`config.mk`:
```
export PLATFORM = sky130hd
export DESIGN_NAME = aer_src_arbiter
export DESIGN_NICKNAME = d
export VERILOG_FILES = /design/src/rtl/spinn_neu_if_pkg.sv /design/src/rtl/rr_arbiter.sv /design/src/rtl/aer_src_arbiter.sv
export SDC_FILE = /design/constraint.sdc
export NUM_CORES = 1
export LEC_CHECK = 0
export CAP_MARGIN = 0
export CORE_MARGIN = 2
export CORE_UTILIZATION = 40
export CTS_CLUSTER_SIZE = 10
export DETAILED_ROUTE_END_ITERATION = 6
export GPL_TIMING_DRIVEN = 0
export MAX_ROUTING_LAYER = met4
export PLACE_DENSITY = 0.82
export SETUP_SLACK_MARGIN = 0.1
export SLEW_MARGIN = 10
export SYNTH_ARGS = -nofsm -noshare
export SYNTH_HDL_FRONTEND = slang
export SYNTH_SLANG_ARGS = --single-unit
export TNS_END_PERCENT = 100
```
`constraint.sdc`:
```
create_clock -name clk -period 6.52 [get_ports clk]
set_clock_uncertainty 0.1 [all_clocks]
set_input_delay 0.978 -clock clk [delete_from_list [all_inputs] [get_ports clk]]
set_output_delay 0.978 -clock clk [all_outputs]
set_load 0.005 [all_outputs]
```
`src/rtl/spinn_neu_if_pkg.sv`:
```
// Shared constants and types for the SpiNNaker neuron interface blocks.
// The AER source arbiter and its round-robin selector both import this package.
package spinn_neu_if;

    localparam int NUM_SRC_DEF = 3;
    localparam int TAG_W       = 2;
    localparam int DROP_W      = 16;

    typedef enum logic {
        ST_EMPTY = 1'b0,
        ST_FULL  = 1'b1
    } arb_state_t;

endpackage

```
`src/rtl/rr_arbiter.sv`:
```
// Combinational round-robin selector: grants the first requester found when
// scanning upward from the slot after the last grant, wrapping around.
module rr_arbiter
    import spinn_neu_if::*;
#(
    parameter int NUM_SRC = NUM_SRC_DEF
) (
    input  logic [NUM_SRC-1:0] req,
    input  logic [TAG_W-1:0]   last,
    output logic [NUM_SRC-1:0] grant
);

    int   idx;
    logic found;

    always_comb begin
        grant = '0;
        found = 1'b0;
        idx   = 0;
        // The last granted source is visited at the very end, so it only wins when alone.
        for (int k = 1; k <= NUM_SRC; k++) begin
            idx = (int'(last) + k) % NUM_SRC;
            if (!found && req[idx]) begin
                grant[idx] = 1'b1;
                found      = 1'b1;
            end
        end
    end

endmodule

```
`src/rtl/aer_src_arbiter.sv`:
```
// Merges several AER sources into one registered output stream with round-robin
// arbitration, optional source tagging and a saturating count of dropped beats.
module aer_src_arbiter
    import spinn_neu_if::*;
#(
    parameter int AER_WIDTH = 32,
    parameter int NUM_SRC   = NUM_SRC_DEF,
    parameter int TAG_POS   = 30
) (
    input  logic                           clk,
    input  logic                           rst,
    input  logic [NUM_SRC*AER_WIDTH-1:0]   src_data,
    input  logic [NUM_SRC-1:0]             src_vld,
    output logic [NUM_SRC-1:0]             src_rdy,
    input  logic [NUM_SRC-1:0]             src_en,
    input  logic                           tag_en,
    output logic [AER_WIDTH-1:0]           oaer_data,
    output logic                           oaer_vld,
    input  logic                           oaer_rdy,
    output logic [TAG_W-1:0]               grant_id,
    output logic [DROP_W-1:0]              drop_cnt
);

    arb_state_t           state;
    arb_state_t           state_nxt;
    logic [NUM_SRC-1:0]   req;
    logic [NUM_SRC-1:0]   grant;
    logic [NUM_SRC-1:0]   drop;
    logic                 load;
    logic                 granted;
    logic [TAG_W-1:0]     grant_idx;
    logic [AER_WIDTH-1:0] sel_word;
    logic [2:0]           drop_num;
    logic [DROP_W:0]      drop_sum;
    logic [DROP_W-1:0]    drop_nxt;

    assign req      = src_vld & src_en;
    assign drop     = src_vld & ~src_en;
    assign load     = (state == ST_EMPTY) || oaer_rdy;
    assign granted  = load && !rst && (|grant);
    assign oaer_vld = (state == ST_FULL);

    // Disabled sources are always drained; enabled ones only see ready when granted.
    assign src_rdy  = rst ? '0 : (({NUM_SRC{load}} & grant) | ~src_en);

    rr_arbiter #(
        .NUM_SRC (NUM_SRC)
    ) u_rr (
        .req   (req),
        .last  (grant_id),
        .grant (grant)
    );

    always_comb begin
        sel_word  = '0;
        grant_idx = '0;
        for (int i = 0; i < NUM_SRC; i++) begin
            if (grant[i]) begin
                sel_word  = src_data[i*AER_WIDTH +: AER_WIDTH];
                grant_idx = TAG_W'(i);
            end
        end
        if (tag_en) begin
            sel_word[TAG_POS +: TAG_W] = grant_idx;
        end
    end

    always_comb begin
        drop_num = '0;
        for (int i = 0; i < NUM_SRC; i++) begin
            drop_num = drop_num + {2'b00, drop[i]};
        end
        drop_sum = {1'b0, drop_cnt} + (DROP_W+1)'(drop_num);
        drop_nxt = drop_sum[DROP_W] ? '1 : drop_sum[DROP_W-1:0];
    end

    always_comb begin
        state_nxt = state;
        if (load) begin
            state_nxt = granted ? ST_FULL : ST_EMPTY;
        end
    end

    always_ff @(posedge clk or posedge rst) begin
        if (rst) begin
            state <= ST_EMPTY;
        end else begin
            state <= state_nxt;
        end
    end

    // Reset leaves grant_id on the last slot so source 0 wins the first arbitration.
    always_ff @(posedge clk or posedge rst) begin
        if (rst) begin
            oaer_data <= '0;
            grant_id  <= TAG_W'(NUM_SRC-1);
            drop_cnt  <= '0;
        end else begin
            if (granted) begin
                oaer_data <= sel_word;
                grant_id  <= grant_idx;
            end
            drop_cnt <= drop_nxt;
        end
    end

endmodule

```
==> metrics.md <==
| Metric | Value |
|---|---|
| Post-place setup slack | `1840 ps` |
| Die Y | `approximately 90 um` |
| DRT iter0 DRCs | `roughly 220` |
| Ys async rst share | `100%` |
| Setup CP Type | `in -> out` |
| Die area | `approximately 0.0081 mm2` |
| Hold WC Path Type | `reg -> reg` |
| RSZ-0062 raised after global routing | `false` |
| Final Max Tran Viols | `0` |
| Sequential fraction of the synthesis area | `43.4%` |
| Cells after Synth | `between 300 and 400` |
| CP Max Fanout | `10` |
| Initial core utilization | `about 40%` |
| Total Wirelength | `slightly below 10,000 um` |
| Routed wire per std cell | `about 17 um` |
| Worst-Skew Late Latency | `slightly above 300 ps` |
| Slowest cell on crit path | `nor4_4` |
| Worst Tran Pin Value | `~630 ps` |
| Maximum clock frequency | `212 MHz` |
| Mux share of post-synthesis cell area | `less than 1%` |
| # DRC | `0` |
| Max_slew headroom | `57.5%` |
| Post-synthesis area per instance | `a little under 10 um2` |
| Ports | `160` |
| Initial antenna violation count | `0` |
| CTS tree | `yes` |
| Post-Synthesis Net Count | `~420` |
| Die Width | `roughly 90 um` |
| DP Wirelength | `about 7400 um` |
| Leak | `roughly 1.9 nW` |
| CP peak stage delay | `around 550 ps` |
| Final Hold Viols | `0` |
| Core area | `around 0.0072 mm2` |
| First-pass iteration count of the detailed router | `6` |
| Final Core Density | `between 60% and 70%` |
| Startpoint Class | `primary input` |
| Clock sinks | `51` |
| RD Place Congestion | `around 0.85` |
| Clock transition at the registers of the reported paths | `roughly 100 ps` |
| Yosys warns | `0` |
| Mapped Area | `roughly 0.0029 mm2` |
| Crit-path cells | `clkdlybuf4s50_1, nand4b_1, nand2_1, nor4_4, clkbuf_1, inv_1, o22ai_1, clkdlybuf4s50_1` |
| Fin Setup TNS | `0 ps` |
| First-pass GRT wire length | `about 16,000 um` |
| Area fraction of the dominant cell type after synthesis | `between 40% and 50%` |
| Postcts setup bufs | `0` |
| Layout cell share with drive strength beyond 1 | `4.68%` |
| Row Count | `31` |
| Synth Area in XOR/XNOR | `under 10%` |
| Most frequent cell after synthesis | `dfrtp_1` |
| Required time of the critical path | `about 5400 ps` |
| Minimum clock period | `4730 ps` |
| P&R area growth vs syn | `61.9%` |
| Routed Antenna Nets | `0` |
| ANT cells | `0` |
| Final WS setup | `about 1800 ps` |
| Top cell type by total area after synthesis | `dfrtp_1` |
| GR Overflow Total | `0` |
| CP arrival | `3650 ps` |
| Top_reg_cell synth | `dfrtp_1` |
| Area contributors post-synth | `dfrtp_1 42%, a221oi_1 8.6%, o2bb2ai_1 8.6%` |
| Fin crit share | `between 70 and 80%` |
| Vias in the first global route | `3,136` |
| Top post-synthesis cells by count | `50 x dfrtp_1, 36 x o21ai_0, 29 x a221oi_1, 29 x o2bb2ai_1, 25 x nand2_1` |
| Adder-Cell Fraction of Synth Area | `under 10%` |
| Vias/cell | `5.52` |
| CTS Hold Bufs | `0` |
| PwrDens | `just under 400 mW/mm2` |
| Combinational family with the most area after synthesis | `compound AO/OA/AOI/OAI gates` |
| Synth Area in Compound Gates | `about a third` |
| H-Tree Depth | `2` |
| Via count | `around 3,100` |
| Port bufs | `between 150 and 200` |
| Hold_ws | `between 300 and 400 ps` |
| Synth Register Bits | `just over 50` |
| Setup-failing EPs final | `0` |
| Final nets | `roughly 580` |
| Post-synth EDFFs | `0` |
| Largest net degree at the start of global routing | `36` |
| Peak supply drop | `just over 0.2 mV` |
| Top cell by count, worst path | `clkdlybuf4s50_1` |
| Total track usage | `24.3%` |
| Resized cells post-CTS | `0` |
| Max cap viols | `0` |
| CTS Buf Count | `5` |
| Root Buffer | `clkbuf_8` |
| Post-Synth Simple-Gate Area | `approximately 13%` |
| CP endpoint kind | `primary output` |
| Pwr Total | `around 0.0019 W` |
| Max clock buf depth | `2` |
| Number of distinct library cells after synthesis | `45` |
| Outcome | `finished clean` |
[stage by stage]
step | std cells | cell area [um2]
floorplan | 302 | 2950
global placement | 560 | 4660
detailed placement | 561 | 4680
CTS | 569 | 4770
global route | 569 | 4770
finish | 569 | 4770
[critical path, delay by kind of cell]
| kind | cells | cell delay (ps) |
|---|---|---|
| compound gates | 1 | 150 |
| buf+inv | 4 | 1660 |
| simple gates | 3 | 850 |
[state kept, by name, indices dropped and copies added (netlist names)]
signal and cells:
drop_cnt 16, grant_id 2, oaer_data 32, oaer_vld 1
[cell families (layout without fill, tap and decap cells)]
family | count (synthesis) | after routing
compound gates | 125 | 125
xor+xnor | 10 | 10
fa+ha+maj | 8 | 8
buf+inv | 33 | 201
flops | 51 | 51
mux | 1 | 1
simple gates | 74 | 74
[cell type report]
class	instances	area, um2
sequential	51	1280
clock inverter	3	20.0
tap	99	124
clock buffer	5	68.8
inverter	13	48.8
fill	588	2400
timing repair buffer	160	1610
multi-input combinational	218	1540
buffer	20	83.8
[path summary, 6_finish.rpt]
kind	from	to	slack, ps	cells past startpoint
worst min register to register	oaer_data[12]	oaer_data[12]	390	1
worst max register to register	grant_id[1]	oaer_data[30]	3560	8
max in group asynchronous	rst	grant_id[1]	4710	3
worst min-delay path	oaer_data[12]	oaer_data[12]	390	1
worst max-delay path	src_en[2]	src_rdy[1]	1790	8
min in group asynchronous	rst	oaer_data[24]	1020	2
[metal layers]
metal  global-route usage, %  up-vias  wire length, um
met5                       -        -                0
met4                    6.41        0              114
met3                    4.86       14              663
met2                    40.5      136             4890
met1                    30.7     1491             4080
li1                        -     1500                -
[where the power goes]
part | internal [W] | switching (W) | total (W)
logic | 0.000592 | 0.000542 | 0.00113
registers | 0.000454 | 0.0000928 | 0.000546
clock network | 0.0000749 | 0.000110 | 0.000185
[cell usage in the layout, fill, tap and decap left out, drive strengths merged, types with 3 or more instances in the layout]
| master | instances |
|---|---|
| nand2b | 6 |
| dfrtp | 50 |
| nand4 | 4 |
| buf | 9 |
| a21oi | 5 |
| nor3 | 3 |
| nand2 | 25 |
| clkdlybuf4s50 | 159 |
| nor2b | 5 |
| inv | 13 |
| nor2 | 8 |
| xor2 | 6 |
| and3 | 5 |
| o21ai | 36 |
| a221oi | 29 |
| ha | 6 |
| nand4b | 4 |
| a21o | 5 |
| nand3 | 10 |
| xnor2 | 4 |
| o2bb2ai | 29 |
| clkbuf | 17 |
(Power assumes the default switching activity.)
